## src/rtl/vram_arbiter.sv

```systemverilog
// vram_arbiter: shares one asynchronous video SRAM between the display fetch
// path (priority reader) and the command write path. All SRAM strobes, the
// address/data registers and the data-bus direction control live here.
// Optional build macro VRAM_ARB_FAIR_EN adds a starve counter that forces a
// pending write through after STARVE_LIMIT back-to-back display grants.

module vram_arbiter #(
    parameter int ADDR_W        = 18,
    parameter int DATA_W        = 8,
    parameter int ACCESS_CYCLES = 3,
    parameter int STARVE_LIMIT  = 4
) (
    input  logic              clk,
    input  logic              nrst,
    input  logic              disp_req,
    input  logic [ADDR_W-1:0] disp_addr,
    output logic              disp_ack,
    output logic [DATA_W-1:0] disp_rdata,
    input  logic              wr_req,
    input  logic [ADDR_W-1:0] wr_addr,
    input  logic [DATA_W-1:0] wr_data,
    output logic              wr_ack,
    output logic [ADDR_W-1:0] sram_addr,
    output logic [DATA_W-1:0] sram_dout,
    output logic              sram_doe,
    input  logic [DATA_W-1:0] sram_din,
    output logic              sram_nce,
    output logic              sram_noe,
    output logic              sram_nwe
);

    // state   | meaning
    // IDLE    | strobes idle, arbitrate on next unsuppressed cycle
    // READ    | nce/noe low, counting the access window
    // WRITE   | nce/nwe low with doe high, counting the access window
    // WR_HOLD | strobes released, bus still driven one cycle for data hold

    typedef enum logic [1:0] {IDLE, READ, WRITE, WR_HOLD} state_t;

    localparam logic [3:0] LAST_CNT = 4'(ACCESS_CYCLES - 1);

    state_t            state_q, state_d;
    logic [3:0]        cnt_q, cnt_d;
    logic [ADDR_W-1:0] addr_d;
    logic [DATA_W-1:0] dout_d;
    logic [DATA_W-1:0] rdata_d;
    logic              doe_d, nce_d, noe_d, nwe_d;
    logic              disp_ack_d, wr_ack_d;
    logic              ack_busy;
    logic              force_wr;

    // The cycle an ack is visible the requester has not yet dropped its
    // request, so arbitration must sit that cycle out.
    assign ack_busy = disp_ack | wr_ack;

`ifdef VRAM_ARB_FAIR_EN
    localparam logic [3:0] STARVE_TC = 4'(STARVE_LIMIT);

    logic [3:0] starve_q, starve_d;

    assign force_wr = (starve_q == STARVE_TC) && disp_req && wr_req;

    // Starve counter register.
    always_ff @(posedge clk or negedge nrst) begin
        if (!nrst) starve_q <= '0;
        else       starve_q <= starve_d;
    end
`else
    assign force_wr = 1'b0;
`endif

    // Next-state, counter and registered-output decode.
    always_comb begin
        state_d    = state_q;
        cnt_d      = cnt_q;
        addr_d     = sram_addr;
        dout_d     = sram_dout;
        rdata_d    = disp_rdata;
        doe_d      = sram_doe;
        nce_d      = sram_nce;
        noe_d      = sram_noe;
        nwe_d      = sram_nwe;
        disp_ack_d = 1'b0;
        wr_ack_d   = 1'b0;
`ifdef VRAM_ARB_FAIR_EN
        starve_d   = starve_q;
`endif
        case (state_q)
            IDLE: begin
                if (!ack_busy) begin
                    if (disp_req && !force_wr) begin
                        addr_d  = disp_addr;
                        nce_d   = 1'b0;
                        noe_d   = 1'b0;
                        cnt_d   = '0;
                        state_d = READ;
`ifdef VRAM_ARB_FAIR_EN
                        starve_d = wr_req ? starve_q + 4'd1 : 4'd0;
`endif
                    end else if (wr_req) begin
                        addr_d  = wr_addr;
                        dout_d  = wr_data;
                        doe_d   = 1'b1;
                        nce_d   = 1'b0;
                        nwe_d   = 1'b0;
                        cnt_d   = '0;
                        state_d = WRITE;
`ifdef VRAM_ARB_FAIR_EN
                        starve_d = 4'd0;
`endif
                    end
                end
            end
            READ: begin
                if (cnt_q == LAST_CNT) begin
                    rdata_d    = sram_din;
                    disp_ack_d = 1'b1;
                    nce_d      = 1'b1;
                    noe_d      = 1'b1;
                    state_d    = IDLE;
                end else begin
                    cnt_d = cnt_q + 4'd1;
                end
            end
            WRITE: begin
                if (cnt_q == LAST_CNT) begin
                    nwe_d   = 1'b1;
                    nce_d   = 1'b1;
                    state_d = WR_HOLD;
                end else begin
                    cnt_d = cnt_q + 4'd1;
                end
            end
            WR_HOLD: begin
                doe_d    = 1'b0;
                wr_ack_d = 1'b1;
                state_d  = IDLE;
            end
            default: state_d = IDLE;
        endcase
    end

    // State, counter and SRAM-facing registers; reset releases strobes at once.
    always_ff @(posedge clk or negedge nrst) begin
        if (!nrst) begin
            state_q    <= IDLE;
            cnt_q      <= '0;
            sram_addr  <= '0;
            sram_dout  <= '0;
            disp_rdata <= '0;
            sram_doe   <= 1'b0;
            sram_nce   <= 1'b1;
            sram_noe   <= 1'b1;
            sram_nwe   <= 1'b1;
            disp_ack   <= 1'b0;
            wr_ack     <= 1'b0;
        end else begin
            state_q    <= state_d;
            cnt_q      <= cnt_d;
            sram_addr  <= addr_d;
            sram_dout  <= dout_d;
            disp_rdata <= rdata_d;
            sram_doe   <= doe_d;
            sram_nce   <= nce_d;
            sram_noe   <= noe_d;
            sram_nwe   <= nwe_d;
            disp_ack   <= disp_ack_d;
            wr_ack     <= wr_ack_d;
        end
    end

`ifndef SYNTHESIS
    // Bus-safety invariants and parameter legality.
    a_no_oe_we: assert property (@(posedge clk) disable iff (!nrst)
        !(!sram_noe && !sram_nwe));
    a_no_contention: assert property (@(posedge clk) disable iff (!nrst)
        !(sram_doe && !sram_noe));
    a_one_ack: assert property (@(posedge clk) disable iff (!nrst)
        !(disp_ack && wr_ack));
    a_params: assert property (@(posedge clk)
        ACCESS_CYCLES >= 1 && ACCESS_CYCLES <= 15 &&
        STARVE_LIMIT >= 1 && STARVE_LIMIT <= 15);
`endif

endmodule

```

## config.mk

```make
export PLATFORM = sky130hd
export DESIGN_NAME = vram_arbiter
export DESIGN_NICKNAME = d
export VERILOG_FILES = /design/src/rtl/vram_arbiter.sv
export SDC_FILE = /design/constraint.sdc
export NUM_CORES = 1
export LEC_CHECK = 0
export BUFFER_PORTS_ARGS = -buffer_cell sky130_fd_sc_hd__buf_2
export CAP_MARGIN = 25
export CORE_UTILIZATION = 35
export DETAILED_ROUTE_END_ITERATION = 16
export GPL_TIMING_DRIVEN = 1
export PLACE_DENSITY = 0.65
export REMOVE_ABC_BUFFERS = 1
export SYNTH_ARGS = -nofsm -noshare
export SYNTH_HDL_FRONTEND = slang
export SYNTH_SLANG_ARGS = --single-unit
```

## constraint.sdc

```tcl
create_clock -name clk -period 1.85 [get_ports clk]
set_input_delay 0.555 -clock clk [delete_from_list [all_inputs] [get_ports clk]]
set_output_delay 0.555 -clock clk [all_outputs]
set_load 0.01 [all_outputs]
```

==> impl_metrics.xml, run 1 <==
<?xml version="1.0" encoding="UTF-8"?>
<metrics>
  <group name="outcome">
    <metric name="outcome" unit="">finished, final reports clean</metric>
  </group>
  <group name="hold_path">
    <metric name="worst_hold_path_type" unit="">primary input to async pin</metric>
  </group>
  <group name="clock_network">
    <metric name="hold_buf_cts" unit="">0</metric>
    <metric name="tritoncts_buffer_count" unit="">5</metric>
    <metric name="cts.repair.resized" unit="">0</metric>
    <metric name="clkSlewWorstSetupHoldPaths" unit="ps">90</metric>
    <metric name="cts.path.max_buffers" unit="">2</metric>
    <metric name="ctsRootBufferMaster" unit="">sky130_fd_sc_hd__clkbuf_8</metric>
    <metric name="clk_latency" unit="ps">300</metric>
    <metric name="post-cts-setup-buffers" unit="">0</metric>
    <metric name="tritoncts_sinks" unit="">46</metric>
    <metric name="ctsHtreeMaxLevel" unit="">2</metric>
    <metric name="cts_tree" unit="">yes</metric>
  </group>
  <group name="routing">
    <metric name="detail_route.first_pass.iterations" unit="">4</metric>
    <metric name="totalWireLength" unit="µm">4330</metric>
    <metric name="wl_per_cell" unit="µm">12.0</metric>
    <metric name="detailroute.via_count" unit="">1680</metric>
    <metric name="drc" unit="">0</metric>
    <metric name="antenna_left" unit="">0</metric>
    <metric name="drt-vias-per-instance" unit="">4.67</metric>
    <metric name="detailedRoute.firstIterationViolations" unit="">42</metric>
  </group>
  <group name="logic_synthesis">
    <metric name="post-synth-top-area-cell" unit="">sky130_fd_sc_hd__dfrtp_1</metric>
    <metric name="synth_ff_type" unit="">sky130_fd_sc_hd__dfrtp_1</metric>
    <metric name="synth.cell_area" unit="mm²">0.00216</metric>
    <metric name="synth.yosys.seq_area_share" unit="%">53.4</metric>
    <metric name="ys_seq_elements" unit="">46</metric>
    <metric name="synthArstFlopShare" unit="%">100</metric>
    <metric name="synth.yosys.warnings" unit="">0</metric>
    <metric name="post-synth-top-area-fraction" unit="%">49.7</metric>
    <metric name="syn-mean-instance-area" unit="µm²">12.0</metric>
    <metric name="synthDistinctLibCells" unit="">31</metric>
    <metric name="synth.area.top_cells" unit="">sky130_fd_sc_hd__dfrtp_1, sky130_fd_sc_hd__mux2i_1, sky130_fd_sc_hd__mux2_2</metric>
    <metric name="number_of_enable_flip_flop_cells_after_synthesis" unit="">0</metric>
    <metric name="netlist_instances" unit="">181</metric>
  </group>
  <group name="worst_setup_path">
    <metric name="worst_setup_path_startpoint" unit="">state_q[0]$_DFFE_PN0P_</metric>
    <metric name="origin_of_the_critical_flop_to_flop_path" unit="">state_q[0]$_DFFE_PN0P_</metric>
    <metric name="crit_path_end_kind" unit="">register</metric>
    <metric name="crit_path_cell_trace" unit="">inv_1 &gt; ha_1 &gt; nand4b_2 &gt; mux2_2</metric>
    <metric name="timing.critical_path.max_delay_family" unit="">flip-flops</metric>
    <metric name="worstSetupEndpoint" unit="">sram_dout[5]$_DFFE_PN0P_</metric>
    <metric name="worst-r2r-setup-slack" unit="ps">200</metric>
    <metric name="reg_to_reg_endpoint" unit="">sram_dout[5]$_DFFE_PN0P_</metric>
    <metric name="timing.critical_path.slowest_cell_delay" unit="ps">420</metric>
    <metric name="critPathSlowestCell" unit="">sky130_fd_sc_hd__dfrtp_1</metric>
    <metric name="worst-path-max-fanout" unit="">8</metric>
    <metric name="critical_path.n_buffers_inverters" unit="">1</metric>
    <metric name="critPathLaunchType" unit="">register</metric>
    <metric name="rr_worst_depth" unit="">4</metric>
    <metric name="timing.critical_path.depth" unit="">4</metric>
    <metric name="critical_path_class" unit="">register to register</metric>
    <metric name="critPathRequiredTime" unit="ps">2020</metric>
    <metric name="critPathArrivalTime" unit="ps">1820</metric>
  </group>
  <group name="flow_run">
    <metric name="cap_viol_max_count" unit="">0</metric>
  </group>
  <group name="place">
    <metric name="placed_area" unit="mm²">0.00279</metric>
    <metric name="dp.final_hpwl" unit="µm">3290</metric>
    <metric name="gp_congestion" unit="">0.719</metric>
    <metric name="io_buffer_count" unit="">95</metric>
    <metric name="placed_cells_incl_taps" unit="">352</metric>
  </group>
  <group name="sta">
    <metric name="fmax" unit="MHz">606</metric>
    <metric name="finalSetupViolCount" unit="">0</metric>
    <metric name="timing.final.max_slew_violations" unit="">0</metric>
    <metric name="layout_min_cycle_time" unit="ps">1650</metric>
    <metric name="timing.final.crit_share" unit="%">89.2</metric>
    <metric name="clock-skew-final" unit="ps">9.34</metric>
    <metric name="slew_headroom" unit="%">72.8</metric>
    <metric name="timing.setup.tns" unit="ps">0</metric>
    <metric name="rsz0062_at_grt" unit="">false</metric>
    <metric name="finalHoldViolations" unit="">0</metric>
    <metric name="timing_worst_slew_pin_value" unit="ps">407</metric>
  </group>
  <group name="global_route">
    <metric name="number_of_antenna_violations_at_the_first_check_in_global_routing" unit="">0</metric>
    <metric name="grt_start_max_net_pins" unit="">47</metric>
    <metric name="first_global_vias" unit="">1535</metric>
    <metric name="first_pass_grt_wire_length" unit="µm">6950</metric>
    <metric name="globalRoute.totalOverflow" unit="">0</metric>
    <metric name="global_route.usage.total" unit="%">14.0</metric>
  </group>
  <group name="power_and_ir_drop">
    <metric name="power.density_cell_area" unit="mW/mm²">1530</metric>
    <metric name="max-vdd-ir-drop" unit="mV">0.596</metric>
    <metric name="power.leakage" unit="nW">1.51</metric>
  </group>
  <group name="finish">
    <metric name="final_cell_area" unit="mm²">0.00290</metric>
    <metric name="leading_cell_type_in_the_layout_fill_and_taps_excluded" unit="">sky130_fd_sc_hd__buf_2</metric>
    <metric name="most-common-layout-cells" unit="">sky130_fd_sc_hd__buf_2, sky130_fd_sc_hd__dfrtp_1, sky130_fd_sc_hd__nand2_1</metric>
    <metric name="syn2layout_area_growth" unit="%">33.9</metric>
    <metric name="design.final.nets" unit="">347</metric>
    <metric name="drive_gt1_share" unit="%">46.3</metric>
    <metric name="finalNonFillerCells" unit="">360</metric>
    <metric name="antenna-diode-count" unit="">0</metric>
    <metric name="fillerInstances" unit="">592</metric>
  </group>
  <group name="floorplanning">
    <metric name="die_width" unit="µm">80.6</metric>
    <metric name="boundaryPins" unit="">96</metric>
    <metric name="core_area" unit="mm²">0.00596</metric>
    <metric name="die_h" unit="µm">80.6</metric>
    <metric name="initial_core_util" unit="%">36.3</metric>
    <metric name="num_rows" unit="">28</metric>
    <metric name="fp.dieArea" unit="mm²">0.00650</metric>
  </group>
</metrics>
[area by class of cell]
type	count	area (µm²)	area share [%]
multi-input cells	122	945	32.6
well taps	75	93.8	3.24
flip-flops and latches	46	1150	39.9
clock inverters	1	8.76	0.302
repair buffers	104	581	20.0
inverters	5	18.8	0.648
clock buffers	7	96.3	3.32
[where the power goes]
group	leakage [nW]	total, mW	internal (mW)	switching (mW)
Clock	0.0544	0.677	0.343	0.334
Combinational	0.894	2.01	0.975	1.03
Sequential	0.562	1.74	1.48	0.259
Total	1.51	4.42	2.80	1.62
[cells in the mapped netlist, types with 2 or more instances]
master / n
sky130_fd_sc_hd__dfrtp_1: 43
sky130_fd_sc_hd__nand2_1: 24
sky130_fd_sc_hd__mux2i_1: 21
sky130_fd_sc_hd__o21ai_0: 20
sky130_fd_sc_hd__mux2_2: 10
sky130_fd_sc_hd__mux2_1: 8
sky130_fd_sc_hd__ha_1: 7
sky130_fd_sc_hd__buf_2: 6
sky130_fd_sc_hd__a21oi_1: 5
sky130_fd_sc_hd__inv_1: 5
sky130_fd_sc_hd__nor2_1: 4
sky130_fd_sc_hd__dfstp_2: 3
sky130_fd_sc_hd__a221o_1: 2
sky130_fd_sc_hd__a22o_1: 2
sky130_fd_sc_hd__and3_1: 2
sky130_fd_sc_hd__nand2b_1: 2
sky130_fd_sc_hd__nor3b_1: 2
sky130_fd_sc_hd__o31ai_1: 2
[flip-flops by register name (all words and copies together), names as in the netlist]
signal and flops:
cnt_q 4, disp_ack 1, disp_rdata 8, sram_addr 18, sram_doe 1, sram_dout 8, sram_nce 1, sram_noe 1
sram_nwe 1, state_q 2, wr_ack 1
[routing by layer]
layer / vias up / wire length [µm] / GRT usage (%)
met5: - / 0 / 0
met4: 0 / 48 / 4.82
met3: 6 / 276 / 3.64
met2: 60 / 2030 / 22.5
met1: 778 / 1980 / 18.0
li1: 836 / - / -
[stage by stage]
step / util (%) / power [mW] / hold WS, ps / setup WS [ps]
finish: 48.7 / 4.42 / 225 / 200
global route: 48.7 / 4.82 / 242 / 78.7
CTS: 48.7 / 4.50 / 230 / 179
detailed placement: 46.9 / 3.81 / 466 / 133
global placement: 46.9 / 3.76 / 460 / 160
floorplan: - / 2.93 / 259 / 134
[worst register-to-register path: cells and delay by family (launching register included)]
family	cells	cell delay, ps
adder cells (fa/ha/maj)	1	310
flip-flops	1	420
AND/OR/NAND/NOR	1	310
multiplexers	1	370
buffers and inverters	1	110
[kinds of logic after synthesis]
kind of cell / after synthesis / share of synthesized area, %
AOI/OAI and AO/OA: 35 / 10.2
muxes: 39 / 19.1
and+or+nand+nor: 41 / 10.3
buffers and inverters: 13 / 3.01
adders and majority gates: 7 / 4.05
DFF: 46 / 53.4
[worst min path at each step]
stage / from / to / slack (ps) / cells past startpoint
floorplan: nrst / cnt_q[0]$_DFFE_PN0P_ / 260 / 0
global placement: sram_addr[10]$_DFFE_PN0P_ / sram_addr[10]$_DFFE_PN0P_ / 460 / 2
detailed placement: sram_addr[9]$_DFFE_PN0P_ / sram_addr[9]$_DFFE_PN0P_ / 470 / 2
CTS: nrst / disp_rdata[2]$_DFFE_PN0P_ / 230 / 2
global route: nrst / disp_rdata[2]$_DFFE_PN0P_ / 240 / 2
finish: nrst / sram_dout[4]$_DFFE_PN0P_ / 220 / 2
Power figures use the tool's default switching activity.
==> inputs of run 2 (changes only) <==
CAP_MARGIN = default   (was 25)
clock period = 2.1 ns   (was 1.85 ns; I/O delays follow)
==> run 2 against run 1 <==
Net effect:
- count of clock-buffer cells in the layout is 1 lower
- die area unchanged
- clock skew fell by 4.6 ps
- cell count shrank 1.4%
- fmax is 6.6% lower
- combinational power down 16%
- register-to-register slack better by 130 ps
- critical path depth did not move
- non-clock buffer count down 4
- power decreased by 15%
- critical endpoint is now sram_dout[4]$_DFFE_PN0P_
==> impl_metrics.xml, run 2 (synthesis gave the netlist of run 1 again) <==
<?xml version="1.0" encoding="UTF-8"?>
<metrics>
  <group name="finish">
    <metric name="finalNonFillerCells" unit="">355</metric>
    <metric name="drive_gt1_share" unit="%">45.0</metric>
    <metric name="largestRegisters" unit="">sram_addr (18), disp_rdata (8), sram_dout (8)</metric>
    <metric name="antenna-diode-count" unit="">0</metric>
    <metric name="design.final.nets" unit="">343</metric>
    <metric name="syn2layout_area_growth" unit="%">30.2</metric>
    <metric name="largest_register_ff_count" unit="">18</metric>
    <metric name="most-common-layout-cells" unit="">sky130_fd_sc_hd__buf_2, sky130_fd_sc_hd__dfrtp_1, sky130_fd_sc_hd__nand2_1</metric>
    <metric name="final_cell_area" unit="mm²">0.00282</metric>
    <metric name="largest_register" unit="">sram_addr</metric>
    <metric name="fillerInstances" unit="">584</metric>
    <metric name="leading_cell_type_in_the_layout_fill_and_taps_excluded" unit="">sky130_fd_sc_hd__buf_2</metric>
    <metric name="finish.utilization" unit="%">47.3</metric>
  </group>
  <group name="clock_network">
    <metric name="ctsRootBufferMaster" unit="">sky130_fd_sc_hd__clkbuf_8</metric>
    <metric name="tritoncts_buffer_count" unit="">5</metric>
    <metric name="post-cts-setup-buffers" unit="">0</metric>
    <metric name="cts.path.max_buffers" unit="">2</metric>
    <metric name="ctsHtreeMaxLevel" unit="">2</metric>
    <metric name="hold_buf_cts" unit="">0</metric>
    <metric name="clkSlewWorstSetupHoldPaths" unit="ps">80</metric>
    <metric name="cts_tree" unit="">yes</metric>
    <metric name="tritoncts_sinks" unit="">46</metric>
    <metric name="clk_latency" unit="ps">290</metric>
    <metric name="cts.repair.resized" unit="">0</metric>
  </group>
  <group name="sta">
    <metric name="clock-skew-final" unit="ps">4.76</metric>
    <metric name="fin_hold_ws" unit="ps">413</metric>
    <metric name="timing.setup.tns" unit="ps">0</metric>
    <metric name="fmax" unit="MHz">566</metric>
    <metric name="timing.final.max_slew_violations" unit="">0</metric>
    <metric name="rsz0062_at_grt" unit="">false</metric>
    <metric name="finalSetupViolCount" unit="">0</metric>
    <metric name="finalHoldViolations" unit="">0</metric>
    <metric name="layout_min_cycle_time" unit="ps">1770</metric>
    <metric name="slew_headroom" unit="%">62.0</metric>
    <metric name="timing_worst_slew_pin_value" unit="ps">570</metric>
    <metric name="timing.final.crit_share" unit="%">84.1</metric>
    <metric name="final_critical_path_setup_slack" unit="ps">334</metric>
  </group>
  <group name="worst_setup_path">
    <metric name="critPathSlowestCell" unit="">sky130_fd_sc_hd__dfrtp_1</metric>
    <metric name="critical_path.n_buffers_inverters" unit="">1</metric>
    <metric name="worst-r2r-setup-slack" unit="ps">330</metric>
    <metric name="timing.critical_path.slowest_cell_delay" unit="ps">420</metric>
    <metric name="reg_to_reg_endpoint" unit="">sram_dout[4]$_DFFE_PN0P_</metric>
    <metric name="origin_of_the_critical_flop_to_flop_path" unit="">state_q[0]$_DFFE_PN0P_</metric>
    <metric name="worst-path-max-fanout" unit="">8</metric>
    <metric name="crit_path_cell_trace" unit="">inv_1 &gt; ha_1 &gt; nand4b_2 &gt; mux2_2</metric>
    <metric name="crit_path_end_kind" unit="">register</metric>
    <metric name="rr_worst_depth" unit="">4</metric>
    <metric name="critical_path_class" unit="">register to register</metric>
    <metric name="critPathLaunchType" unit="">register</metric>
    <metric name="critPathArrivalTime" unit="ps">1940</metric>
    <metric name="timing.critical_path.max_delay_family" unit="">flip-flops</metric>
    <metric name="critPathRequiredTime" unit="ps">2280</metric>
  </group>
  <group name="floorplanning">
    <metric name="num_rows" unit="">28</metric>
    <metric name="die_width" unit="µm">80.6</metric>
    <metric name="fp.dieArea" unit="mm²">0.00650</metric>
    <metric name="boundaryPins" unit="">96</metric>
    <metric name="initial_core_util" unit="%">36.3</metric>
    <metric name="die_h" unit="µm">80.6</metric>
    <metric name="core_area" unit="mm²">0.00596</metric>
  </group>
  <group name="routing">
    <metric name="drc" unit="">0</metric>
    <metric name="antenna_left" unit="">0</metric>
    <metric name="detailedRoute.firstIterationViolations" unit="">40</metric>
    <metric name="wl_per_cell" unit="µm">12.2</metric>
    <metric name="drt-vias-per-instance" unit="">4.71</metric>
    <metric name="detailroute.via_count" unit="">1673</metric>
    <metric name="totalWireLength" unit="µm">4320</metric>
    <metric name="detail_route.first_pass.iterations" unit="">4</metric>
  </group>
  <group name="global_route">
    <metric name="globalRoute.totalOverflow" unit="">0</metric>
    <metric name="grt_start_max_net_pins" unit="">47</metric>
    <metric name="global_route.usage.total" unit="%">13.7</metric>
    <metric name="first_global_vias" unit="">1442</metric>
    <metric name="first_pass_grt_wire_length" unit="µm">6730</metric>
    <metric name="number_of_antenna_violations_at_the_first_check_in_global_routing" unit="">0</metric>
  </group>
  <group name="place">
    <metric name="io_buffer_count" unit="">95</metric>
    <metric name="dp.final_hpwl" unit="µm">3270</metric>
    <metric name="placed_cells_incl_taps" unit="">348</metric>
    <metric name="placed_area" unit="mm²">0.00274</metric>
    <metric name="gp_congestion" unit="">0.693</metric>
    <metric name="pre_cts_ws" unit="ps">238</metric>
  </group>
  <group name="flow_run">
    <metric name="cap_viol_max_count" unit="">0</metric>
  </group>
  <group name="power_and_ir_drop">
    <metric name="max-vdd-ir-drop" unit="mV">0.544</metric>
    <metric name="power.density_cell_area" unit="mW/mm²">1330</metric>
    <metric name="power.leakage" unit="nW">1.47</metric>
    <metric name="power" unit="mW">3.75</metric>
  </group>
  <group name="outcome">
    <metric name="outcome" unit="">finished, final reports clean</metric>
  </group>
  <group name="hold_path">
    <metric name="worst_hold_path_type" unit="">primary input to async pin</metric>
  </group>
</metrics>
[run 2: worst register-to-register path: cells and delay by family, from the launching register on]
family	cells	cell delay, ps
buf+inv	1	120
fa+ha+maj	1	420
flops	1	420
simple gates	1	330
mux	1	370
[run 2: area by class of cell]
cell class	count	area, µm²	area share, %
Inverter	5	18.8	0.666
Clock inverter	1	7.51	0.266
Multi-Input combinational cell	122	945	33.5
Sequential cell	46	1150	41.0
Timing Repair Buffer	100	526	18.7
Tap cell	75	93.8	3.33
Clock buffer	6	72.6	2.58
[run 2: power by group]
part           switching [mW]  internal, mW
sequential              0.243          1.30
clock                   0.281         0.228
combinational           0.888         0.803
[run 2: metal layers]
layer / wire (µm) / vias up / track usage, %
met3: 264 / 2 / 4.43
met4: 11 / 0 / 4.29
li1: - / 833 / -
met1: 1990 / 778 / 18.0
met5: 0 / - / 0
met2: 2040 / 60 / 21.3
[run 2: worst max-delay path by stage]
stage                                 startpoint                        end  slack, ps  depth (start not counted)
after floorplan             cnt_q[0]$_DFFE_PN0P_  disp_rdata[0]$_DFFE_PN0P_        380                          5
after global placement                  disp_req       cnt_q[0]$_DFFE_PN0P_        280                          5
after detailed placement                disp_req       cnt_q[0]$_DFFE_PN0P_        240                          5
after CTS                 state_q[0]$_DFFE_PN0P_   sram_dout[4]$_DFFE_PN0P_        320                          4
after global routing      state_q[0]$_DFFE_PN0P_  sram_addr[11]$_DFFE_PN0P_        200                          6
final                     state_q[0]$_DFFE_PN0P_   sram_dout[4]$_DFFE_PN0P_        330                          4
==> inputs of run 3 (changes only) <==
ABC_AREA = 1   (was default)
PLACE_DENSITY = 0.67   (was 0.65)
clock period = 1.45 ns   (was 2.1 ns; I/O delays follow)
==> run 3 against run 2 <==
Net effect:
- die area grew 7.2%
- final area increased by 11%
- cell count grew 30%
- hold slack lost 310 ps
- via count rose by 27%
- first-iteration DRC count increased by 5.0%
==> impl_metrics.xml, run 3 <==
<?xml version="1.0" encoding="UTF-8"?>
<metrics>
  <group name="clock_network">
    <metric name="cts.path.max_buffers" unit="">2</metric>
    <metric name="tritoncts_buffer_count" unit="">5</metric>
    <metric name="ctsHtreeMaxLevel" unit="">2</metric>
    <metric name="clkSlewWorstSetupHoldPaths" unit="ps">90</metric>
    <metric name="cts_tree" unit="">yes</metric>
    <metric name="ctsRootBufferMaster" unit="">sky130_fd_sc_hd__clkbuf_8</metric>
    <metric name="tritoncts_sinks" unit="">46</metric>
    <metric name="clk_latency" unit="ps">300</metric>
  </group>
  <group name="worst_setup_path">
    <metric name="critPathSlowestCell" unit="">sky130_fd_sc_hd__dfstp_2</metric>
    <metric name="timing.critical_path.depth" unit="">1</metric>
    <metric name="crit_path_cell_trace" unit="">buf_2</metric>
    <metric name="crit_path_end_kind" unit="">primary output</metric>
    <metric name="worst_setup_path_startpoint" unit="">sram_nce$_DFFE_PN1P_</metric>
    <metric name="timing.critical_path.max_delay_family" unit="">flip-flops</metric>
    <metric name="rr_worst_depth" unit="">6</metric>
    <metric name="critPathLaunchType" unit="">register</metric>
    <metric name="origin_of_the_critical_flop_to_flop_path" unit="">state_q[0]$_DFFE_PN0P_</metric>
    <metric name="critical_path_class" unit="">register to primary output</metric>
    <metric name="timing.critical_path.slowest_cell_delay" unit="ps">540</metric>
    <metric name="worst-path-max-fanout" unit="">2</metric>
    <metric name="critical_path.n_buffers_inverters" unit="">1</metric>
    <metric name="critPathArrivalTime" unit="ps">960</metric>
    <metric name="critPathRequiredTime" unit="ps">1020</metric>
  </group>
  <group name="power_and_ir_drop">
    <metric name="switching_share" unit="%">40.5</metric>
    <metric name="power.net_switching" unit="mW">2.58</metric>
    <metric name="power" unit="mW">6.36</metric>
    <metric name="seqPwrFrac" unit="%">34.7</metric>
    <metric name="p_comb_share" unit="%">50.7</metric>
    <metric name="power.internal" unit="mW">3.78</metric>
    <metric name="power.density_cell_area" unit="mW/mm²">2020</metric>
    <metric name="power.leakage" unit="nW">1.68</metric>
    <metric name="clock_power_share" unit="%">14.6</metric>
    <metric name="max-vdd-ir-drop" unit="mV">0.807</metric>
  </group>
  <group name="routing">
    <metric name="drt-vias-per-instance" unit="">4.62</metric>
    <metric name="antenna_left" unit="">0</metric>
    <metric name="drc" unit="">0</metric>
    <metric name="detailroute.via_count" unit="">2125</metric>
    <metric name="totalWireLength" unit="µm">5460</metric>
    <metric name="wl_per_cell" unit="µm">11.9</metric>
    <metric name="detail_route.first_pass.iterations" unit="">4</metric>
    <metric name="detailedRoute.firstIterationViolations" unit="">42</metric>
  </group>
  <group name="global_route">
    <metric name="global_route.usage.total" unit="%">16.3</metric>
    <metric name="number_of_antenna_violations_at_the_first_check_in_global_routing" unit="">0</metric>
    <metric name="first_pass_grt_wire_length" unit="µm">9230</metric>
    <metric name="globalRoute.totalOverflow" unit="">0</metric>
    <metric name="first_global_vias" unit="">2091</metric>
    <metric name="grt_start_max_net_pins" unit="">47</metric>
  </group>
  <group name="logic_synthesis">
    <metric name="synthMostInstantiatedCell" unit="">sky130_fd_sc_hd__nand2_1</metric>
    <metric name="synth.area.top_cells" unit="">sky130_fd_sc_hd__dfrtp_1, sky130_fd_sc_hd__nand2_1, sky130_fd_sc_hd__o211ai_1</metric>
    <metric name="ys_seq_elements" unit="">46</metric>
    <metric name="share_of_synthesized_cell_area_in_full_adder_half_adder_and_majority_cells" unit="%">3.77</metric>
    <metric name="synth_compound_area_share" unit="%">12.3</metric>
    <metric name="netlist_instances" unit="">271</metric>
    <metric name="number_of_enable_flip_flop_cells_after_synthesis" unit="">0</metric>
    <metric name="post-synth-top-area-cell" unit="">sky130_fd_sc_hd__dfrtp_1</metric>
    <metric name="synth_top_family_by_area" unit="">simple AND/OR/NAND/NOR gates</metric>
    <metric name="synth.yosys.warnings" unit="">0</metric>
    <metric name="synth_ff_type" unit="">sky130_fd_sc_hd__dfrtp_1</metric>
    <metric name="synth.mux.area_fraction" unit="%">0</metric>
    <metric name="syn-mean-instance-area" unit="µm²">8.57</metric>
    <metric name="synth.yosys.seq_area_share" unit="%">49.7</metric>
    <metric name="yosys.area_share.simple" unit="%">28.6</metric>
    <metric name="synthXorXnorAreaFrac" unit="%">0.377</metric>
    <metric name="post-synth-top-area-fraction" unit="%">46.3</metric>
    <metric name="ys_top_cells_by_count" unit="">sky130_fd_sc_hd__nand2_1, sky130_fd_sc_hd__dfrtp_1, sky130_fd_sc_hd__o21ai_0</metric>
    <metric name="synthArstFlopShare" unit="%">100</metric>
    <metric name="synthDistinctLibCells" unit="">27</metric>
    <metric name="synth.cell_area" unit="mm²">0.00232</metric>
  </group>
  <group name="outcome">
    <metric name="outcome" unit="">finished, final reports clean</metric>
  </group>
  <group name="sta">
    <metric name="timing_worst_slew_pin_value" unit="ps">272</metric>
    <metric name="timing.final.max_slew_violations" unit="">0</metric>
    <metric name="clock-skew-final" unit="ps">8.08</metric>
    <metric name="finalHoldViolations" unit="">0</metric>
    <metric name="timing.final.crit_share" unit="%">96.5</metric>
    <metric name="final_critical_path_setup_slack" unit="ps">51.2</metric>
    <metric name="fmax" unit="MHz">715</metric>
    <metric name="slew_headroom" unit="%">81.8</metric>
    <metric name="finalSetupViolCount" unit="">0</metric>
    <metric name="layout_min_cycle_time" unit="ps">1400</metric>
    <metric name="rsz0062_at_grt" unit="">true</metric>
  </group>
  <group name="floorplanning">
    <metric name="die_h" unit="µm">83.5</metric>
    <metric name="boundaryPins" unit="">96</metric>
    <metric name="initial_core_util" unit="%">36.4</metric>
    <metric name="die_width" unit="µm">83.5</metric>
    <metric name="num_rows" unit="">29</metric>
    <metric name="core_area" unit="mm²">0.00639</metric>
    <metric name="fp.dieArea" unit="mm²">0.00697</metric>
  </group>
  <group name="finish">
    <metric name="design.final.nets" unit="">445</metric>
    <metric name="antenna-diode-count" unit="">0</metric>
    <metric name="final_cell_area" unit="mm²">0.00314</metric>
    <metric name="largest_register_ff_count" unit="">18</metric>
    <metric name="most-common-layout-cells" unit="">sky130_fd_sc_hd__nand2_1, sky130_fd_sc_hd__buf_2, sky130_fd_sc_hd__dfrtp_1</metric>
    <metric name="largest_register" unit="">sram_addr</metric>
    <metric name="leading_cell_type_in_the_layout_fill_and_taps_excluded" unit="">sky130_fd_sc_hd__nand2_1</metric>
    <metric name="multi_input_comb_area" unit="mm²">0.00108</metric>
    <metric name="drive_gt1_share" unit="%">38.1</metric>
    <metric name="syn2layout_area_growth" unit="%">35.2</metric>
    <metric name="fillerInstances" unit="">637</metric>
    <metric name="largestRegisters" unit="">sram_addr (18), disp_rdata (8), sram_dout (8)</metric>
    <metric name="final-seq-area" unit="mm²">0.00115</metric>
  </group>
  <group name="place">
    <metric name="pre_cts_ws" unit="ps">-18.7</metric>
    <metric name="dp.final_hpwl" unit="µm">3980</metric>
    <metric name="io_buffer_count" unit="">95</metric>
    <metric name="gp_congestion" unit="">0.830</metric>
    <metric name="placed_area" unit="mm²">0.00296</metric>
  </group>
  <group name="flow_run">
    <metric name="cap_viol_max_count" unit="">0</metric>
  </group>
  <group name="hold_path">
    <metric name="worst_hold_path_type" unit="">primary input to async pin</metric>
  </group>
</metrics>
-- run 3: cell count changes after synthesis, sizes merged, moves of 3 or more --
cell / delta
a21oi: -4
inv: +8
mux2: -18
mux2i: -21
nand2: +79
nand3: +9
nor2: +6
nor3b: -3
o211ai: +18
o21ai: +7
o31ai: -3
or2: +18
-- run 3: cell families after synthesis --
group           after synthesis
simple gates                145
compound gates               48
flops                        46
buf+inv                      24
fa+ha+maj                     7
xor+xnor                      1
-- run 3: stage by stage --
| step | TNS, ps | instances | util, % | hold slack, ps |
|---|---|---|---|---|
| after floorplan | -4860 | 260 | - | 139 |
| after global placement | 0 | 447 | 46.4 | 440 |
| after detailed placement | -56.4 | 447 | 46.4 | 438 |
| after CTS | 0 | 455 | 48.3 | 112 |
| after global routing | -35.4 | 460 | 49.2 | 125 |
| final | 0 | 460 | 49.2 | 105 |
-- run 3: layer usage --
layer / GRT usage, % / part of all wire [%]
met3: 3.36 / 5.0
met2: 28.7 / 48
met1: 20.3 / 46
met4: 4.78 / 1.2
met5: 0 / 0
-- run 3: final cells by class --
| class | instances | share of cell area (%) |
|---|---|---|
| Clock inverter | 3 | 1.27 |
| Multi-Input combinational cell | 202 | 34.5 |
| Tap cell | 77 | 3.07 |
| Clock buffer | 5 | 2.19 |
| Inverter | 13 | 1.55 |
| Timing Repair Buffer | 114 | 20.6 |
| Sequential cell | 46 | 36.8 |
-- run 3: repair_timing --
action                                  4_1_cts  5_1_grt
gates cloned                                  0        1
pin swaps                                     0        4
setup buffers                                 0        4
endpoints found under the setup margin       30       42
hold buffers                                  0        0
gates resized for setup                       2       10
-- run 3: worst paths after layout --
path | to | slack, ps
hold / removal | sram_addr[4]$_DFFE_PN0P_ | 100
max in group asynchronous | sram_nwe$_DFFE_PN1P_ | 1070
setup reg to reg | disp_ack$_DFF_PN0_ | 70
hold reg to reg | sram_nwe$_DFFE_PN1P_ | 460
setup / recovery | sram_nce | 50
min in group clk | disp_rdata[2]$_DFFE_PN0P_ | 330
-- run 3: power by group through the flow --
stage	Sequential (mW)	Clock, mW	Combinational, mW
floorplan	2.48	0	1.53
global placement	2.21	0	3.00
detailed placement	2.23	0	3.05
CTS	2.21	0.968	3.12
global route	2.27	1.01	3.64
finish	2.21	0.930	3.22
-- run 3: worst register-to-register path, delay by kind of cell (launching register included) --
kind / cells / cell delay (ps)
and+or+nand+nor: 1 / 50
adders and majority gates: 1 / 250
DFF: 1 / 400
buffers and inverters: 4 / 590
